File: config.mk
export PLATFORM = sky130hd
export DESIGN_NAME = gshare_update_ctrl_flat
export DESIGN_NICKNAME = d
export VERILOG_FILES = /design/src/rtl/gshare_update_ctrl_if.sv /design/src/rtl/gshare_update_ctrl.sv /design/src/flat_wrapper.sv
export SDC_FILE = /design/constraint.sdc
export NUM_CORES = 1
export LEC_CHECK = 0
export BUFFER_PORTS_ARGS = -buffer_cell sky130_fd_sc_hd__buf_2
export CORE_ASPECT_RATIO = 0.7
export CORE_MARGIN = 3
export CORE_UTILIZATION = 25
export DETAILED_ROUTE_END_ITERATION = 16
export SYNTH_ARGS = -nofsm -noshare
export SYNTH_HDL_FRONTEND = slang
export SYNTH_SLANG_ARGS = --single-unit
File: constraint.sdc
create_clock -name clk -period 6.6 [get_ports clk]
set_input_delay 0.99 -clock clk [delete_from_list [all_inputs] [get_ports clk]]
set_output_delay 0.99 -clock clk [all_outputs]
set_load 0.02 [all_outputs]
File: src/rtl/gshare_update_ctrl_if.sv
// gshare_update_ctrl_if: lookup, table-port, resolve and queue-status bundle.
// master = controller side (drives prediction, table write, ready, count); slave = pipe/table side.
interface gshare_update_ctrl_if #(
   parameter int S_INDEX  = 10,
   parameter int WIDTH    = 2,
   parameter int HIST_LEN = 8,
   parameter int QDEPTH   = 4
);
   localparam int CW = $clog2(QDEPTH) + 1;

   logic                fetch_valid;
   logic [31:0]         fetch_pc;
   logic                pred_taken;
   logic [S_INDEX-1:0]  pred_index;
   logic [WIDTH-1:0]    pred_ctr;
   logic [HIST_LEN-1:0] pred_ghr;
   logic [S_INDEX-1:0]  arr_rindex;
   logic [WIDTH-1:0]    arr_dataout;
   logic                arr_load;
   logic [S_INDEX-1:0]  arr_windex;
   logic [WIDTH-1:0]    arr_datain;
   logic                res_valid;
   logic                res_ready;
   logic [S_INDEX-1:0]  res_index;
   logic [WIDTH-1:0]    res_ctr;
   logic                res_taken;
   logic                res_mispred;
   logic [HIST_LEN-1:0] res_ghr;
   logic                upd_hold;
   logic [CW-1:0]       q_count;

   modport master (
      input  fetch_valid, fetch_pc, arr_dataout,
      input  res_valid, res_index, res_ctr, res_taken,
      input  res_mispred, res_ghr, upd_hold,
      output pred_taken, pred_index, pred_ctr, pred_ghr,
      output arr_rindex, arr_load, arr_windex, arr_datain,
      output res_ready, q_count
   );

   modport slave (
      output fetch_valid, fetch_pc, arr_dataout,
      output res_valid, res_index, res_ctr, res_taken,
      output res_mispred, res_ghr, upd_hold,
      input  pred_taken, pred_index, pred_ctr, pred_ghr,
      input  arr_rindex, arr_load, arr_windex, arr_datain,
      input  res_ready, q_count
   );
endinterface

File: src/rtl/gshare_update_ctrl.sv
// gshare_update_ctrl: gshare read index + speculative GHR, coalescing BHT update queue.
// Ports: clk, rst (sync, active-high), bus (gshare_update_ctrl_if.master).
module gshare_update_ctrl #(
   parameter int S_INDEX  = 10,
   parameter int WIDTH    = 2,
   parameter int HIST_LEN = 8,
   parameter int QDEPTH   = 4
) (
   input logic                  clk,
   input logic                  rst,
   gshare_update_ctrl_if.master bus
);
   localparam int PW = $clog2(QDEPTH);
   localparam int CW = PW + 1;
   localparam logic [WIDTH-1:0] CMAX = '1;

   logic [HIST_LEN-1:0] ghr;
   logic [S_INDEX-1:0]  idx_q [QDEPTH];
   logic [WIDTH-1:0]    ctr_q [QDEPTH];
   logic [PW-1:0]       head;
   logic [PW-1:0]       tail;
   logic [CW-1:0]       count;

   logic                deq;
   logic                ready;
   logic                accept;
   logic                push;
   logic                match_any;
   logic                match_head;
   logic [PW-1:0]       match_idx;
   logic [PW-1:0]       off;
   logic [S_INDEX-1:0]  rindex;
   logic                unused_bits;

   function automatic logic [WIDTH-1:0] sat(
      input logic [WIDTH-1:0] c,
      input logic             t
   );
      if (t)
         return (c == CMAX) ? c : c + WIDTH'(1);
      return (c == '0) ? c : c - WIDTH'(1);
   endfunction

   // gshare lookup is purely combinational and ignores fetch_valid
   assign rindex         = bus.fetch_pc[S_INDEX+1:2] ^ S_INDEX'(ghr);
   assign bus.arr_rindex = rindex;
   assign bus.pred_index = rindex;
   assign bus.pred_ctr   = bus.arr_dataout;
   assign bus.pred_taken = bus.arr_dataout[WIDTH-1];
   assign bus.pred_ghr   = ghr;

   assign deq    = ~bus.upd_hold & (count != '0);
   assign ready  = (count != CW'(QDEPTH)) | ~bus.upd_hold;
   assign accept = bus.res_valid & ready;

   // Coalescing keeps indices unique among live entries,
   // so a plain OR-scan finds the single match.
   always_comb begin
      match_any = 1'b0;
      match_idx = '0;
      off       = '0;
      for (int i = 0; i < QDEPTH; i++) begin
         off = PW'(i) - head;
         if (({1'b0, off} < count) && (idx_q[i] == bus.res_index)) begin
            match_any = 1'b1;
            match_idx = PW'(i);
         end
      end
   end

   // A match on the head that leaves this edge must be re-queued
   // at the tail, seeded from the head's counter.
   assign match_head = match_any & deq & (match_idx == head);
   assign push       = accept & ~(match_any & ~match_head);

   assign bus.arr_load   = deq;
   assign bus.arr_windex = idx_q[head];
   assign bus.arr_datain = ctr_q[head];
   assign bus.res_ready  = ready;
   assign bus.q_count    = count;

   always_ff @(posedge clk) begin
      if (rst) begin
         ghr   <= '0;
         head  <= '0;
         tail  <= '0;
         count <= '0;
      end else begin
         // A resolving mispredict squashes any same-cycle fetch
         if (accept & bus.res_mispred)
            ghr <= {bus.res_ghr[HIST_LEN-2:0], bus.res_taken};
         else if (bus.fetch_valid)
            ghr <= {ghr[HIST_LEN-2:0], bus.arr_dataout[WIDTH-1]};
         if (push)
            tail <= tail + PW'(1);
         if (deq)
            head <= head + PW'(1);
         count <= count + CW'(push) - CW'(deq);
      end
   end

   always_ff @(posedge clk) begin
      if (!rst && accept) begin
         if (push) begin
            idx_q[tail] <= bus.res_index;
            ctr_q[tail] <= match_head ? sat(ctr_q[head], bus.res_taken)
                                      : sat(bus.res_ctr, bus.res_taken);
         end else begin
            ctr_q[match_idx] <= sat(ctr_q[match_idx], bus.res_taken);
         end
      end
   end

   assign unused_bits = ^{bus.fetch_pc[31:S_INDEX+2], bus.fetch_pc[1:0],
                          bus.res_ghr[HIST_LEN-1]};
endmodule
File: src/flat_wrapper.sv
// flat-port wrapper written by rule: the top's interface ports become plain ports
module gshare_update_ctrl_flat 
#(
   parameter int S_INDEX  = 10,
   parameter int WIDTH    = 2,
   parameter int HIST_LEN = 8,
   parameter int QDEPTH   = 4
)
  (clk, rst, bus_fetch_valid, bus_fetch_pc, bus_arr_dataout, bus_res_valid, bus_res_index, bus_res_ctr, bus_res_taken, bus_res_mispred, bus_res_ghr, bus_upd_hold, bus_pred_taken, bus_pred_index, bus_pred_ctr, bus_pred_ghr, bus_arr_rindex, bus_arr_load, bus_arr_windex, bus_arr_datain, bus_res_ready, bus_q_count);
  gshare_update_ctrl_if #(.S_INDEX(S_INDEX), .WIDTH(WIDTH), .HIST_LEN(HIST_LEN), .QDEPTH(QDEPTH)) bus_i ();
  input logic clk;
  input logic rst;
  input wire logic [$bits(bus_i.fetch_valid)-1:0] bus_fetch_valid;
  input wire logic [$bits(bus_i.fetch_pc)-1:0] bus_fetch_pc;
  input wire logic [$bits(bus_i.arr_dataout)-1:0] bus_arr_dataout;
  input wire logic [$bits(bus_i.res_valid)-1:0] bus_res_valid;
  input wire logic [$bits(bus_i.res_index)-1:0] bus_res_index;
  input wire logic [$bits(bus_i.res_ctr)-1:0] bus_res_ctr;
  input wire logic [$bits(bus_i.res_taken)-1:0] bus_res_taken;
  input wire logic [$bits(bus_i.res_mispred)-1:0] bus_res_mispred;
  input wire logic [$bits(bus_i.res_ghr)-1:0] bus_res_ghr;
  input wire logic [$bits(bus_i.upd_hold)-1:0] bus_upd_hold;
  output wire logic [$bits(bus_i.pred_taken)-1:0] bus_pred_taken;
  output wire logic [$bits(bus_i.pred_index)-1:0] bus_pred_index;
  output wire logic [$bits(bus_i.pred_ctr)-1:0] bus_pred_ctr;
  output wire logic [$bits(bus_i.pred_ghr)-1:0] bus_pred_ghr;
  output wire logic [$bits(bus_i.arr_rindex)-1:0] bus_arr_rindex;
  output wire logic [$bits(bus_i.arr_load)-1:0] bus_arr_load;
  output wire logic [$bits(bus_i.arr_windex)-1:0] bus_arr_windex;
  output wire logic [$bits(bus_i.arr_datain)-1:0] bus_arr_datain;
  output wire logic [$bits(bus_i.res_ready)-1:0] bus_res_ready;
  output wire logic [$bits(bus_i.q_count)-1:0] bus_q_count;
  assign bus_i.fetch_valid = bus_fetch_valid;
  assign bus_i.fetch_pc = bus_fetch_pc;
  assign bus_i.arr_dataout = bus_arr_dataout;
  assign bus_i.res_valid = bus_res_valid;
  assign bus_i.res_index = bus_res_index;
  assign bus_i.res_ctr = bus_res_ctr;
  assign bus_i.res_taken = bus_res_taken;
  assign bus_i.res_mispred = bus_res_mispred;
  assign bus_i.res_ghr = bus_res_ghr;
  assign bus_i.upd_hold = bus_upd_hold;
  assign bus_pred_taken = bus_i.pred_taken;
  assign bus_pred_index = bus_i.pred_index;
  assign bus_pred_ctr = bus_i.pred_ctr;
  assign bus_pred_ghr = bus_i.pred_ghr;
  assign bus_arr_rindex = bus_i.arr_rindex;
  assign bus_arr_load = bus_i.arr_load;
  assign bus_arr_windex = bus_i.arr_windex;
  assign bus_arr_datain = bus_i.arr_datain;
  assign bus_res_ready = bus_i.res_ready;
  assign bus_q_count = bus_i.q_count;
  gshare_update_ctrl #(.S_INDEX(S_INDEX), .WIDTH(WIDTH), .HIST_LEN(HIST_LEN), .QDEPTH(QDEPTH)) u_core (.clk(clk), .rst(rst), .bus(bus_i));
endmodule
==> results of run 1 <==
## sequential cells by signal, summed over array words and instances (netlist names), named ones only
name and count:
u_core.bus.pred_ghr 8, u_core.bus.q_count 3, u_core.ctr_q 8, u_core.head 2
u_core.idx_q 40, u_core.tail 2
## cell usage in the layout, fill, tap and decap left out, drive strengths merged, types with 4 or more instances in the layout
master  Yosys  routed
a211oi      8       8
a21oi      12      12
and2        5       5
buf        20      77
clkbuf      5      12
clkinv      0       4
dfxtp      17      17
edfxtp     48      48
ha         10      10
inv        14      14
maj3        6       6
mux2i      15      15
mux4       12      12
nand2       4       4
nand2b      4       4
nand3       8       8
nand4       6       6
nor2       19      19
nor4        5       5
o21ai       7       7
xnor2      19      19
xor2       34      34
## routing by layer
layer / routed length (microns) / GRT usage (%) / vias up
met5: 0 / 0 / -
met4: 49 / 2.10 / 0
met3: 497 / 3.85 / 6
met2: 3900 / 16.0 / 65
met1: 4230 / 14.5 / 1219
li1: - / - / 1228
## final timing paths
check	from	endpoint	slack, ns
hold reg to reg	u_core.tail[1]	u_core.tail[1]	0.57
setup / recovery	bus_res_index[3]	u_core.bus.q_count[2]	2.72
setup reg to reg	u_core.bus.q_count[1]	u_core.bus.q_count[2]	3.00
hold / removal	u_core.tail[1]	u_core.tail[1]	0.57
## where the power goes
part	internal (mW)	switching (mW)	total, mW
Sequential	0.473	0.0611	0.534
Combinational	0.177	0.230	0.408
Clock	0.261	0.164	0.425
Total	0.912	0.455	1.37
## worst max-delay path: cells and delay by family
family,cells,cell delay [ns]
xor+xnor,3,0.48
simple gates,6,1.58
compound gates,1,0.25
buf+inv,1,0.16
fa+ha+maj,2,0.61
## area by class of cell
cell class	count	area [sq um]	share of cell area (%)
timing repair buffer	77	385	8.57
clock inverter	4	20.0	0.445
inverter	14	52.6	1.17
clock buffer	12	246	5.48
sequential	65	1780	39.6
multi-input combinational	203	1780	39.5
tap	190	238	5.28
## metrics by stage
step                worst slack (ns)  instances  area, sq um  power (mW)  hold slack [ns]
CTS                             2.76        565         4500        1.39            0.571
global placement                2.44        549         4230       0.944            0.536
global route                    2.40        565         4500        1.45            0.608
finish                          2.72        565         4500        1.37            0.568
floorplan                       3.04        307         3770       0.833            0.512
detailed placement              2.41        549         4230       0.956            0.554
## kinds of logic after synthesis
kind of cell | count (synthesis)
simple gates | 70
flops | 65
buf+inv | 39
fa+ha+maj | 17
mux | 30
xor+xnor | 53
compound gates | 33
## cell usage after synthesis (6+ instances only)
cell type,n,share of area (%)
edfxtp_1,48,38
nand3_1,8,1.1
mux2i_1,15,4.0
buf_4,15,3.0
xnor2_1,19,4.4
dfxtp_1,17,9.0
inv_1,14,1.4
xor2_1,34,7.9
ha_1,10,3.3
a211oi_1,8,1.6
o21ai_0,6,0.80
mux4_2,12,7.2
a21oi_1,12,1.6
nor2_1,19,1.9
==> summary.md, run 1 <==
| Metric | Value |
|---|---|
| Post-cts repair resize count | `0` |
| DRC | `0` |
| Status | `complete, no violations` |
| Compound-Gate Fraction of Synth Area | `5.90%` |
| Filler Cells Inserted | `1455` |
| Max Clk Rate | `0.258 GHz` |
| Largest net degree at the start of global routing | `18` |
| EDFF count, synth | `48` |
| Syn Nets | `379` |
| Unique cell type count in the Yosys netlist | `45` |
| Via Count | `2518` |
| Crit path capture type | `flop` |
| HPWL after DPL | `6.64 mm` |
| Max Root-Sink Buffers | `2` |
| Worst path slowest cell | `nor2b_1` |
| Final Hold Viols | `0` |
| Peak supply drop | `0.133 mV` |
| Core box area | `14300 sq um` |
| # IOs | `109` |
| CTS buffer count | `9` |
| Cell Area, Synth | `3770 sq um` |
| Register area share after synthesis | `47.2%` |
| RSZ-0062 raised after global routing | `false` |
| Pwr dens | `304 nW/um^2` |
| Initial Utilization | `26.3%` |
| Rel. slew slack | `38.6%` |
| Clock skew | `0.00825 ns` |
| Path type of the worst setup path | `in2reg` |
| RePlAce Congestion | `0.758` |
| DR vias/cell | `4.46` |
| Routed wire per std cell | `15.3 microns` |
| CTS tree | `built` |
| Post-synthesis adder-cell area fraction | `5.47%` |
| Die footprint | `16600 sq um` |
| CTS H-tree lvls | `3` |
| Leak | `1.73 nW` |
| Vias in the first global route | `2495` |
| Post-DRT Antenna Nets | `0` |
| Quantity of hold-fixing buffers added after cts | `0` |
| Data required time of the worst path | `6.80 ns` |
| Worst Hold Class | `reg2reg` |
| Critical path's largest stage delay | `0.48 ns` |
| Setup TNS | `0 ns` |
| Synth async-reset ratio | `0%` |
| Simple-gate share of the synthesized area | `11.1%` |
| Critical Path Start Type | `input port` |
| Clock Pin Slew Worst Setup and Hold Paths | `0.05 ns` |
| Post-synthesis xor/xnor area fraction | `12.3%` |
| Grt total ovfl | `0` |
| First-pass GRT wire length | `13.6 mm` |
| Final period demand of the worst path | `3.88 ns` |
| Area grow syn2layout | `19.2%` |
| Initial antenna violation count | `0` |
| Crit share post-route | `58.8%` |
| I/O Buffers | `77` |
| GR Util All Layers | `10.5%` |
| Dominant synthesized flop cell | `edfxtp_1` |
| Synth warn | `0` |
| Tightest Pin Transition | `0.919 ns` |
| Final nets | `442` |
| Largest family of logic cells by synthesized area | `XOR/XNOR gates` |
| #FFs+latches synth | `65` |
| Max_cap viols | `0` |
| Die Y | `109 microns` |
| Fraction of layout cells with a size suffix above 1 | `31.2%` |
| Drt first-iter violations | `123` |
| CP Data Arrival Time | `4.08 ns` |
| Die span in x | `153 microns` |
| Mux contribution to synthesized area | `12.2%` |
| Slew Limit Fails | `0` |
| Antenna diode count | `0` |
| FP Rows | `36` |
| Final Util | `31.4%` |
| Post-synthesis cell count | `307` |
| Maximum fanout along the worst path | `11` |
| CTS Root Cell | `clkbuf_16` |
| Hold Path Cell Cnt | `2` |
| DR pass1 iterations | `4` |
| Worst R2R Path Depth | `14` |
| Clock latency at the later pin of the worst-skew pair | `0.33 ns` |
| Final wirelength | `8.67 mm` |
| Syn avg cell area | `12.3 sq um` |
| Postcts setup bufs | `0` |
| Final setup violation count | `0` |
| Clk sinks | `65` |
| Worst-path cell chain | `buf_2, xor2_1, nor4_1, and4_2, nor4bb_1, o211ai_1, nor2b_1, nor2_1, ha_1, fa_1, xnor2_1, xnor2_1, nor2_1` |
Note: power is estimated with default switching activity, not from simulation.
==> run 2, diff against run 1 <==
--- a/config.mk
+++ b/config.mk
@@ -5,6 +5,7 @@
 export SDC_FILE = /design/constraint.sdc
 export NUM_CORES = 1
 export LEC_CHECK = 0
+export ABC_AREA = 1
 export BUFFER_PORTS_ARGS = -buffer_cell sky130_fd_sc_hd__buf_2
 export CORE_ASPECT_RATIO = 0.7
 export CORE_MARGIN = 3
==> constraint.sdc (replaced) <==
create_clock -name clk -period 3.35 [get_ports clk]
set_input_delay 0.5025 -clock clk [delete_from_list [all_inputs] [get_ports clk]]
set_output_delay 0.5025 -clock clk [all_outputs]
set_load 0.02 [all_outputs]
==> run 2 against run 1 <==
Compared with the run above:
- final cell count increased by 48%
- synthesized area increased by 9.2%
- wire length increased by 18%
- die area increased by 8.8%
- first-iteration DRC count increased by 120%
- count of clock-buffer cells in the layout decreased by 1
- highest routed layer is now met5
==> summary.md, run 2 <==
| Metric | Value |
|---|---|
| Status | `complete, no violations` |
| Pwr dens | `599 nW/um^2 (+97%)` |
| Core box area | `15800 sq um (+11%)` |
| Max_cap viols | `0 (unchanged)` |
| Cell Area, Synth | `4120 sq um (+9.2%)` |
| Post-Layout Cell Count | `837 (+48%)` |
| Initial Utilization | `26.0% (-0.31 points)` |
| Synth area leaders | `edfxtp_1 (35%), nand2_1 (15%), dfxtp_1 (8.3%), inv_1 (6.3%), nor2_1 (4.8%)` |
| Worst R2R Path Depth | `21 (+7)` |
| Worst-path cell chain | `xor2_1, inv_1, ha_1, inv_1, nor2_1, a21oi_2, inv_1, nor2_2, nand2_2, nand2_2, nand2_4, nand2_4, nand2_4, nand2_8, nand2_4, nand2_4, clkinv_2, ha_1, fa_1, xor2_1, nor2_1` |
| Quantity of hold-fixing buffers added after cts | `0 (unchanged)` |
| RePlAce Congestion | `0.847 (+12%)` |
| Tightest Pin Transition | `0.640 ns (-0.280 ns)` |
| Commonest non-fill, non-tap cell in the layout | `nand2_1` |
| Max reg flops | `40 (unchanged)` |
| CP Data Arrival Time | `3.23 ns (-0.85 ns)` |
| Reg2Reg Setup Slack | `0.32 ns (-2.68 ns)` |
| Slew Limit Fails | `0 (unchanged)` |
| Switching power | `1.06 mW (+130%)` |
| Setup TNS | `0 ns (unchanged)` |
| Area leader, netlist | `edfxtp_1` |
| Synth cell count leaders | `nand2_1 (161), inv_1 (69), nor2_1 (53), edfxtp_1 (48), nand3_1 (32)` |
| CTS Root Cell | `clkbuf_16` |
| Routed wire per std cell | `12.2 microns (-21%)` |
| DRC | `0 (unchanged)` |
| Worst path slowest cell | `dfxtp_2` |
| Final setup violation count | `0 (unchanged)` |
| I/O Buffers | `77 (unchanged)` |
| Comb power frac | `33.7% (+3.9 points)` |
| Post-layout instance area | `4960 sq um (+10%)` |
| DR vias/cell | `4.25 (-4.6%)` |
| Crit path capture type | `flop` |
| DR pass1 iterations | `6 (+2)` |
| Clk sinks | `65 (unchanged)` |
| FP Rows | `38 (+5.6%)` |
| Fraction of layout cells with a size suffix above 1 | `21.7% (-9.5 points)` |
| Clock skew | `0.00660 ns (-0.00165 ns)` |
| Rel. slew slack | `57.3% (+19 points)` |
| Grt total ovfl | `0 (unchanged)` |
| Met1 Use GR | `16.7% (+2.1 points)` |
| Unique cell type count in the Yosys netlist | `31 (-31%)` |
| Die span in x | `159 microns (+4.3%)` |
| Setup crit end | `u_core.bus.q_count[2]` |
| Largest net degree at the start of global routing | `33 (+15)` |
| Via Count | `3560 (+41%)` |
| #FFs+latches synth | `65 (unchanged)` |
| Dominant synthesized flop cell | `edfxtp_1` |
| Initial antenna violation count | `1 (+1)` |
| Path type of the worst setup path | `reg2reg` |
| Maximum fanout along the worst path | `10 (-1)` |
| CTS buffer count | `9 (unchanged)` |
| Internal power | `1.91 mW (+110%)` |
| Vias in the first global route | `3119 (+25%)` |
| # IOs | `109 (unchanged)` |
| Synth async-reset ratio | `0% (unchanged)` |
| Tot Pwr | `2.97 mW (+120%)` |
| Critical path's largest stage delay | `0.42 ns (-0.06 ns)` |
| Die footprint | `18100 sq um (+8.8%)` |
| Drt first-iter violations | `266 (+120%)` |
| Synth warn | `0 (unchanged)` |
| Synth top area share | `35.0% (-3.2 points)` |
| HPWL after DPL | `7.58 mm (+14%)` |
| Area grow syn2layout | `20.2%` |
| Post-DRT Antenna Nets | `0 (unchanged)` |
| Worst Hold Class | `in2reg` |
| Most frequent cell after synthesis | `nand2_1` |
| Critical Path Start Type | `flop` |
| Met3 global-route usage | `2.98% (-0.87 points)` |
| Seq pwr share | `34.0% (-5.1 points)` |
| CTS H-tree lvls | `3 (unchanged)` |
| Final Hold Viols | `0 (unchanged)` |
| RSZ-0062 raised after global routing | `false` |
| Crit share post-route | `90.4%` |
| Filler Cells Inserted | `1694 (+16%)` |
| Clock Pin Slew Worst Setup and Hold Paths | `0.05 ns (about the same)` |
| Data required time of the worst path | `3.56 ns (-3.24 ns)` |
| CTS tree | `built` |
| Register area share after synthesis | `43.2% (-4.0 points)` |
| GR Util met2 | `16.5% (+0.57 points)` |
| Final wirelength | `10.2 mm (+18%)` |
| Clk pwr share | `32.3% (+1.2 points)` |
| Reg-to-Reg End | `u_core.bus.q_count[2]` |
| EDFF count, synth | `48 (unchanged)` |
| Hold_sp | `bus_res_ghr[1]` |
| Sw Share | `35.8% (+2.5 points)` |
| GR peak layer | `met1` |
| Post-synthesis cell count | `547 (+78%)` |
| Syn avg cell area | `7.53 sq um (-39%)` |
| Inst Count DP | `822 (+50%)` |
| Launch point of the worst path | `u_core.head[0]` |
| Syn Nets | `619 (+63%)` |
| Most frequent cells in the layout | `nand2_1 (161), buf_2 (77), inv_1 (69)` |
| Max Clk Rate | `0.330 GHz` |
| Clock latency at the later pin of the worst-skew pair | `0.33 ns (about the same)` |
| Dpl cell area | `4650 sq um (+9.9%)` |
| Antenna diode count | `0 (unchanged)` |
| Die Y | `113 microns (+4.3%)` |
| Final period demand of the worst path | `3.03 ns` |
| Final nets | `685 (+55%)` |
| Peak supply drop | `0.338 mV (+150%)` |
| Top reg by flops | `u_core.idx_q` |
| Leak | `2.41 nW (+39%)` |
| Most used cell, CP | `nand2_4` |
| First-pass GRT wire length | `16.3 mm (+20%)` |
| GR Util All Layers | `11.4% (+0.89 points)` |
| FF-to-FF Start | `u_core.head[0]` |
| Max Root-Sink Buffers | `2 (unchanged)` |
-- run 2: cell types whose count changed after synthesis, sizes merged, moves of 8 or more --
cell / before / now
nor2: 19 / 61
mux4: 12 / 0
a211oi: 8 / 0
o21ai: 7 / 29
a21oi: 12 / 31
inv: 14 / 83
xor2: 34 / 14
xnor2: 19 / 0
nand2: 4 / 173
mux2i: 15 / 0
a31oi: 0 / 8
nand3: 8 / 34
-- run 2: how the worst min path moves through the flow --
| stage | end | cells past startpoint |
|---|---|---|
| after global routing | u_core.bus.pred_ghr[7] | 3 |
| after detailed placement | u_core.bus.pred_ghr[7] | 2 |
| final | u_core.bus.pred_ghr[2] | 3 |
| after CTS | u_core.bus.pred_ghr[7] | 3 |
| after floorplan | u_core.tail[0] | 2 |
| after global placement | u_core.bus.pred_ghr[7] | 2 |
-- run 2: power groups by stage --
| stage | Sequential [mW] | Combinational, mW | Clock (mW) |
|---|---|---|---|
| 6_report | 1.01 | 1.00 | 0.960 |
| 4_1_cts | 1.01 | 1.02 | 0.989 |
| 5_1_grt | 1.02 | 1.14 | 1.02 |
| 3_5_place_dp | 1.03 | 1.01 | 0 |
| 3_3_place_gp | 1.02 | 1.01 | 0 |
| 2_1_floorplan | 1.01 | 0.735 | 0 |
-- run 2: through the flow --
stage	hold slack [ns]	worst slack (ns)	utilization (%)
after floorplan	0.511	0.512	-
after global placement	0.516	0.272	29.4
after detailed placement	0.523	0.224	29.4
after CTS	0.427	0.209	31.3
after global routing	0.448	0.0253	31.3
final	0.443	0.323	31.3
-- run 2: what timing repair did --
item,in CTS,in global routing
setup endpoints to repair,0,2
hold endpoints to repair,0,0
buffers inserted,0,0
resized for setup,0,1
-- run 2: critical path, delay by kind of cell (launching register included) --
family	cells	cell delay, ns
AO/OA/AOI/OAI	1	0.15
XOR/XNOR	2	0.37
adder cells (fa/ha/maj)	3	0.86
buffers and inverters	4	0.25
flip-flops	1	0.42
AND/OR/NAND/NOR	11	0.87
-- run 2: logic make-up after synthesis --
logic type                 count (synthesis)  share of synthesized area [%]
buffers and inverters                    111                           11.7
and+or+nand+nor                          272                           28.9
DFF                                       65                           43.2
xor gates and xnor gates                  14                           2.98
AOI/OAI and AO/OA                         74                           9.68
adders and majority gates                 11                           3.52
-- run 2: cell type report --
cell class / instances / area (sq um) / area share [%]
Clock inverter: 4 / 68.8 / 1.39
Sequential cell: 65 / 1780 / 36.0
Multi-Input combinational cell: 371 / 1860 / 37.5
Inverter: 84 / 317 / 6.39
Tap cell: 220 / 275 / 5.55
Clock buffer: 11 / 233 / 4.70
Timing Repair Buffer: 82 / 423 / 8.53
-- run 2: per-layer routing --
metal	up-vias	part of all wire (%)
li1	1864	-
met1	1612	52
met2	73	43
met3	9	3.7
met4	2	0.95
met5	-	0.13
